$ cat src/rtl/connect4_win_checker_pkg.sv
// Shared constants and types for the connect-4 win checker and the logic around it.
// Holds the board geometry, the checker FSM encoding and the game-state codes that
// the column-selection logic also uses.
package connect4_win_checker_pkg;

    localparam int BOARD_DIM    = 4;
    localparam int CELLS_NUMBER = BOARD_DIM * BOARD_DIM;
    localparam int NUM_LINES    = 2 * BOARD_DIM + 2;
    localparam int LINE_IDX_W   = 4;

    typedef logic [CELLS_NUMBER-1:0] board_t;

    typedef enum logic [1:0] {
        ST_IDLE   = 2'd0,
        ST_SCAN   = 2'd1,
        ST_REPORT = 2'd2
    } chk_state_t;

    typedef enum logic [1:0] {
        GAME_INIT = 2'd0,
        P1_TURN   = 2'd1,
        P2_TURN   = 2'd2,
        END_GAME  = 2'd3
    } game_state_t;

endpackage

$ cat src/rtl/connect4_win_checker_line_lut.sv
// Combinational map from scan step to the 16-bit cell mask of that winning line.
// Ports: line_idx_i (scan step 0..9), mask_o (cell mask, 0 for unused indices).
// Order: rows 0-3, columns 0-3, diagonal, anti-diagonal.
module connect4_line_lut
    import connect4_win_checker_pkg::*;
(
    input  logic [LINE_IDX_W-1:0] line_idx_i,
    output board_t                mask_o
);

    always_comb begin
        mask_o = '0;
        case (line_idx_i)
            4'd0:    mask_o = 16'h000F;
            4'd1:    mask_o = 16'h00F0;
            4'd2:    mask_o = 16'h0F00;
            4'd3:    mask_o = 16'hF000;
            4'd4:    mask_o = 16'h1111;
            4'd5:    mask_o = 16'h2222;
            4'd6:    mask_o = 16'h4444;
            4'd7:    mask_o = 16'h8888;
            4'd8:    mask_o = 16'h8421;
            4'd9:    mask_o = 16'h1248;
            default: mask_o = '0;
        endcase
    end

endmodule

$ cat config.mk
export PLATFORM = sky130hd
export DESIGN_NAME = connect4_line_lut
export DESIGN_NICKNAME = d
export VERILOG_FILES = /design/src/rtl/connect4_win_checker_pkg.sv /design/src/rtl/connect4_win_checker_line_lut.sv
export SDC_FILE = /design/constraint.sdc
export NUM_CORES = 1
export LEC_CHECK = 0
export CAP_MARGIN = 20
export CELL_PAD_IN_SITES_DETAIL_PLACEMENT = 1
export CELL_PAD_IN_SITES_GLOBAL_PLACEMENT = 1
export CORE_AREA = 2 2 39 41
export DETAILED_ROUTE_END_ITERATION = 8
export DIE_AREA = 0 0 41 43
export PLACE_DENSITY_LB_ADDON = 0.2
export SETUP_SLACK_MARGIN = 0.5
export SLEW_MARGIN = 10
export SYNTH_ARGS = -nofsm -noshare
export SYNTH_HDL_FRONTEND = slang
export SYNTH_SLANG_ARGS = --single-unit
$ cat constraint.sdc
create_clock -name vclk -period 1.29
set_input_delay 0.1935 -clock vclk [all_inputs]
set_output_delay 0.1935 -clock vclk [all_outputs]
set_load 0.1 [all_outputs]
==> flow_metrics.py, run 1 <==
metrics = {
    "status": {
        "outcome": "aborted with a tool error",
        "stop_stage": "clock tree synthesis",
        "first-error": "[ERROR DPL-0033] detailed placement checks failed during check placement.",
    },
    "clocking": {
        "cts_resized": 46,
        "cts_setup_buffers": 13,
        "cts_hold_buf": 0,
    },
    "synthesis": {
        "ys_seq_area_share_pct": 0,
        "muxShareOfSynthArea_pct": 0,
        "yosysTopAreaCell": "nand2b_1",
        "synth.area.top_cells": "nand2b_1 9.7%, buf_6 8.7%, nor2_1 8.7%",
        "synth_top_family_by_area": "simple AND/OR/NAND/NOR gates",
        "synthAdderAreaFrac_pct": 0,
        "syn_area_per_cell_um2": 6.97,
        "synth_most_common_cell": "nor2_1",
        "synth.distinct_cells": 21,
        "ys_warn_count": 0,
        "synth-simple-area-share_pct": 42.7,
        "syn-cell-area_um2": 258,
        "syn_nets": 41,
        "syn_inst": 37,
        "synth_top_area_share_pct": 9.71,
        "synth_compound_area_share_pct": 25.7,
        "synthTopCellsByCount": "6 x nor2_1, 4 x nand2b_1",
        "synth-xor-area-share_pct": 13.6,
    },
    "placed_design": {
        "port_buffers": 20,
        "place_congestion": 0.702,
        "dp.cells": 79,
        "dp_hpwl_mm": 1.08,
    },
    "die": {
        "dieHeight_um": 43,
        "start_util_pct": 18.6,
        "num_rows": 14,
        "die_x_um": 41,
        "pin_count": 20,
    },
}
## metrics by stage
stage | instance area, µm² | worst slack, ns
after detailed placement | 900 | -0.524
after floorplan | 510 | -0.190
after global placement | 900 | -0.474
## cells by family after synthesis
logic type      count (synthesis)
xor+xnor                        4
buf+inv                         6
compound gates                  8
simple gates                   19
==> inputs of run 2 (changes only) <==
--- a/config.mk
+++ b/config.mk
@@ -6,13 +6,10 @@
 export NUM_CORES = 1
 export LEC_CHECK = 0
 export CAP_MARGIN = 20
-export CELL_PAD_IN_SITES_DETAIL_PLACEMENT = 1
-export CELL_PAD_IN_SITES_GLOBAL_PLACEMENT = 1
-export CORE_AREA = 2 2 39 41
+export CORE_AREA = 2 2 63 65
 export DETAILED_ROUTE_END_ITERATION = 8
-export DIE_AREA = 0 0 41 43
-export PLACE_DENSITY_LB_ADDON = 0.2
-export SETUP_SLACK_MARGIN = 0.5
+export DIE_AREA = 0 0 65 67
+export PLACE_DENSITY_LB_ADDON = 0.15
 export SLEW_MARGIN = 10
 export SYNTH_ARGS = -nofsm -noshare
 export SYNTH_HDL_FRONTEND = slang
==> run 2 against run 1 <==
  * The flow now finishes, with violations (negative setup slack)
  * Synthesized cell count unchanged
  * Area after synthesis did not move
==> flow_metrics.py, run 2 <==
metrics = {
    "critical_path": {
        "crit_fanout": 5,
        "worst_setup_path_start_kind": "primary input",
        "critPathArrivalTime_ns": 1.14,
        "critPathLaunch": "line_idx_i[0]",
        "cp_common_cell": "buf_6",
        "cp_slowest_cell": "or3b_4",
        "critPathRequiredTime_ns": 1.10,
        "criticalPathCategory": "primary input to output pin",
        "cp_cell_sequence": "buf_6, buf_6, or3b_4, a21oi_4, buf_12",
        "end_kind": "output pin",
        "cpPeakStageDelay_ns": 0.38,
        "critPathCapture": "mask_o[5]",
    },
    "drt": {
        "ant_nets": 0,
        "wl_per_cell_um": 10.2,
        "dr.first_iter.drc_count": 0,
        "vias": 405,
        "vias_per_cell": 3.40,
        "wl_mm": 1.22,
        "drc": 0,
        "first_pass_iters": 1,
    },
    "synthesis": {
        "yosysTopAreaCell": "nand2b_1",
        "syn_nets": 41,
        "synth.area.top_cells": "nand2b_1 9.7%, buf_6 8.7%, nor2_1 8.7%",
        "synth.distinct_cells": 21,
        "synth_most_common_cell": "nor2_1",
        "ys_seq_area_share_pct": 0,
        "syn-cell-area_um2": 258,
        "syn_area_per_cell_um2": 6.97,
        "syn_inst": 37,
        "synthTopCellsByCount": "6 x nor2_1, 4 x nand2b_1",
        "synth_top_area_share_pct": 9.71,
        "ys_warn_count": 0,
    },
    "layout": {
        "fin_area_um2": 1080,
        "nets": 77,
        "seq_cells": 0,
        "num_antenna_cells": 0,
        "clkbuf_count": 0,
        "layout_commonest_cell": "buf_12",
        "mostFrequentLayoutCells": "16 x buf_12, 14 x buf_4, 6 x nor2_4, 6 x buf_6",
        "register_area_um2": 0,
        "area_delta_synth_final_pct": 317,
        "nFillCells": 377,
        "post_route_cells_drive_above_1_share_pct": 94.4,
    },
    "power_and_ir_drop": {
        "power_density_nw_per_um2": 555,
        "peakVddDrop_v": 0.000135,
        "p_int_w": 0.000238,
        "totalPowerFinal_w": 0.000598,
        "power.leakage_nw": 0.393,
        "p_seq_share_pct": 0,
        "switching_power_w": 0.000359,
        "sw_frac_of_total_pct": 60.2,
        "combPwrFrac_pct": 100.0,
        "p_clk_share_pct": 0,
    },
    "global_route": {
        "grt_pass1_wl_mm": 2.18,
        "grtUsageTotal_pct": 6.19,
        "antenna_found_initial": 0,
        "first_global_vias": 437,
        "grt_overflow": 0,
        "grt_max_degree": 9,
    },
    "run": {
        "drv_cap": 0,
    },
    "min_path": {
        "hp-start": "line_idx_i[3]",
        "hold_class": "primary input to output pin",
    },
    "placed_design": {
        "dpl_cell_area_um2": 942,
        "place_congestion": 0.584,
        "dp_hpwl_um": 971,
        "port_buffers": 20,
    },
    "status": {
        "violations": "negative setup slack",
        "outcome": "finished, violations left",
    },
    "timing": {
        "worst_pin_slew_ns": 0.263,
        "fin_crit_sh_pct": 103,
        "finalMaxSlewViolations": 0,
        "fmax_mhz": 752,
        "fin_crit_ns": 1.33,
        "setup_viol": 2,
        "grt_setup_unrepaired": "yes",
        "maxSlewHeadroom_pct": 82.4,
        "hold_violations": 0,
        "setup_ws_ns": -0.0401,
    },
    "clocking": {
        "cts_hold_buf": 0,
    },
    "die": {
        "dieArea_um2": 4360,
        "start_util_pct": 7.15,
        "core_area_um2": 3610,
        "die_x_um": 65,
        "pin_count": 20,
        "num_rows": 22,
        "dieHeight_um": 67,
    },
}
[run 2: logic make-up after synthesis]
family	synth area share, %
and+or+nand+nor	42.7
AOI/OAI and AO/OA	25.7
buffers and inverters	18.0
xor gates and xnor gates	13.6
[run 2: layout make-up]
class / count / area, µm² / share of cell area (%)
repair buffers: 39 / 528 / 49.1
multi-input cells: 31 / 484 / 45.0
well taps: 48 / 60.1 / 5.58
inverters: 1 / 3.75 / 0.349
[run 2: through the flow]
step / TNS [ns] / setup slack (ns) / hold WS (ns) / cells / util [%]
global route: -0.156 / -0.0693 / 0.819 / 119 / 29.8
global placement: -6.38 / -0.490 / 1.24 / 112 / 26.1
detailed placement: -6.67 / -0.526 / 1.24 / 112 / 26.1
finish: -0.0494 / -0.0401 / 0.798 / 119 / 29.8
CTS: -0.575 / -0.0958 / 0.802 / 120 / 30.1
floorplan: -1.42 / -0.190 / 0.626 / 37 / -
[run 2: critical path, delay by kind of cell]
kind,cells,cell delay (ns)
AOI/OAI and AO/OA,1,0.16
buffers and inverters,3,0.41
and+or+nand+nor,1,0.38
[run 2: timing repair]
action / CTS / global route
cloned: 1 / 0
resized for setup: 38 / 3
setup buffers: 9 / 1
pin swaps: 15 / 9
setup endpoints to repair: 16 / 11
[run 2: metal layers]
layer  vias to the layer above  track usage, %  part of all wire (%)
li1                        195               -                     -
met2                        12            11.5                    56
met1                       198            8.04                    37
met3                         0           0.845                   6.5
met4                         0               0                     0
met5                         -               0                     0
[run 2: worst min-delay path by stage]
| stage | slack (ns) | end | cells after the start |
|---|---|---|---|
| after floorplan | 0.63 | mask_o[5] | 2 |
| after global placement | 1.24 | mask_o[0] | 4 |
| after detailed placement | 1.24 | mask_o[0] | 4 |
| after CTS | 0.80 | mask_o[0] | 3 |
| after global routing | 0.82 | mask_o[0] | 3 |
| final | 0.80 | mask_o[0] | 3 |
[run 2: power groups by stage]
stage | clock network (W) | registers [W] | logic [W]
after floorplan | 0 | 0 | 0.000384
after global placement | 0 | 0 | 0.000555
after detailed placement | 0 | 0 | 0.000557
after CTS | 0 | 0 | 0.000605
after global routing | 0 | 0 | 0.000621
final | 0 | 0 | 0.000598
Note: power is estimated with default switching activity, not from simulation.
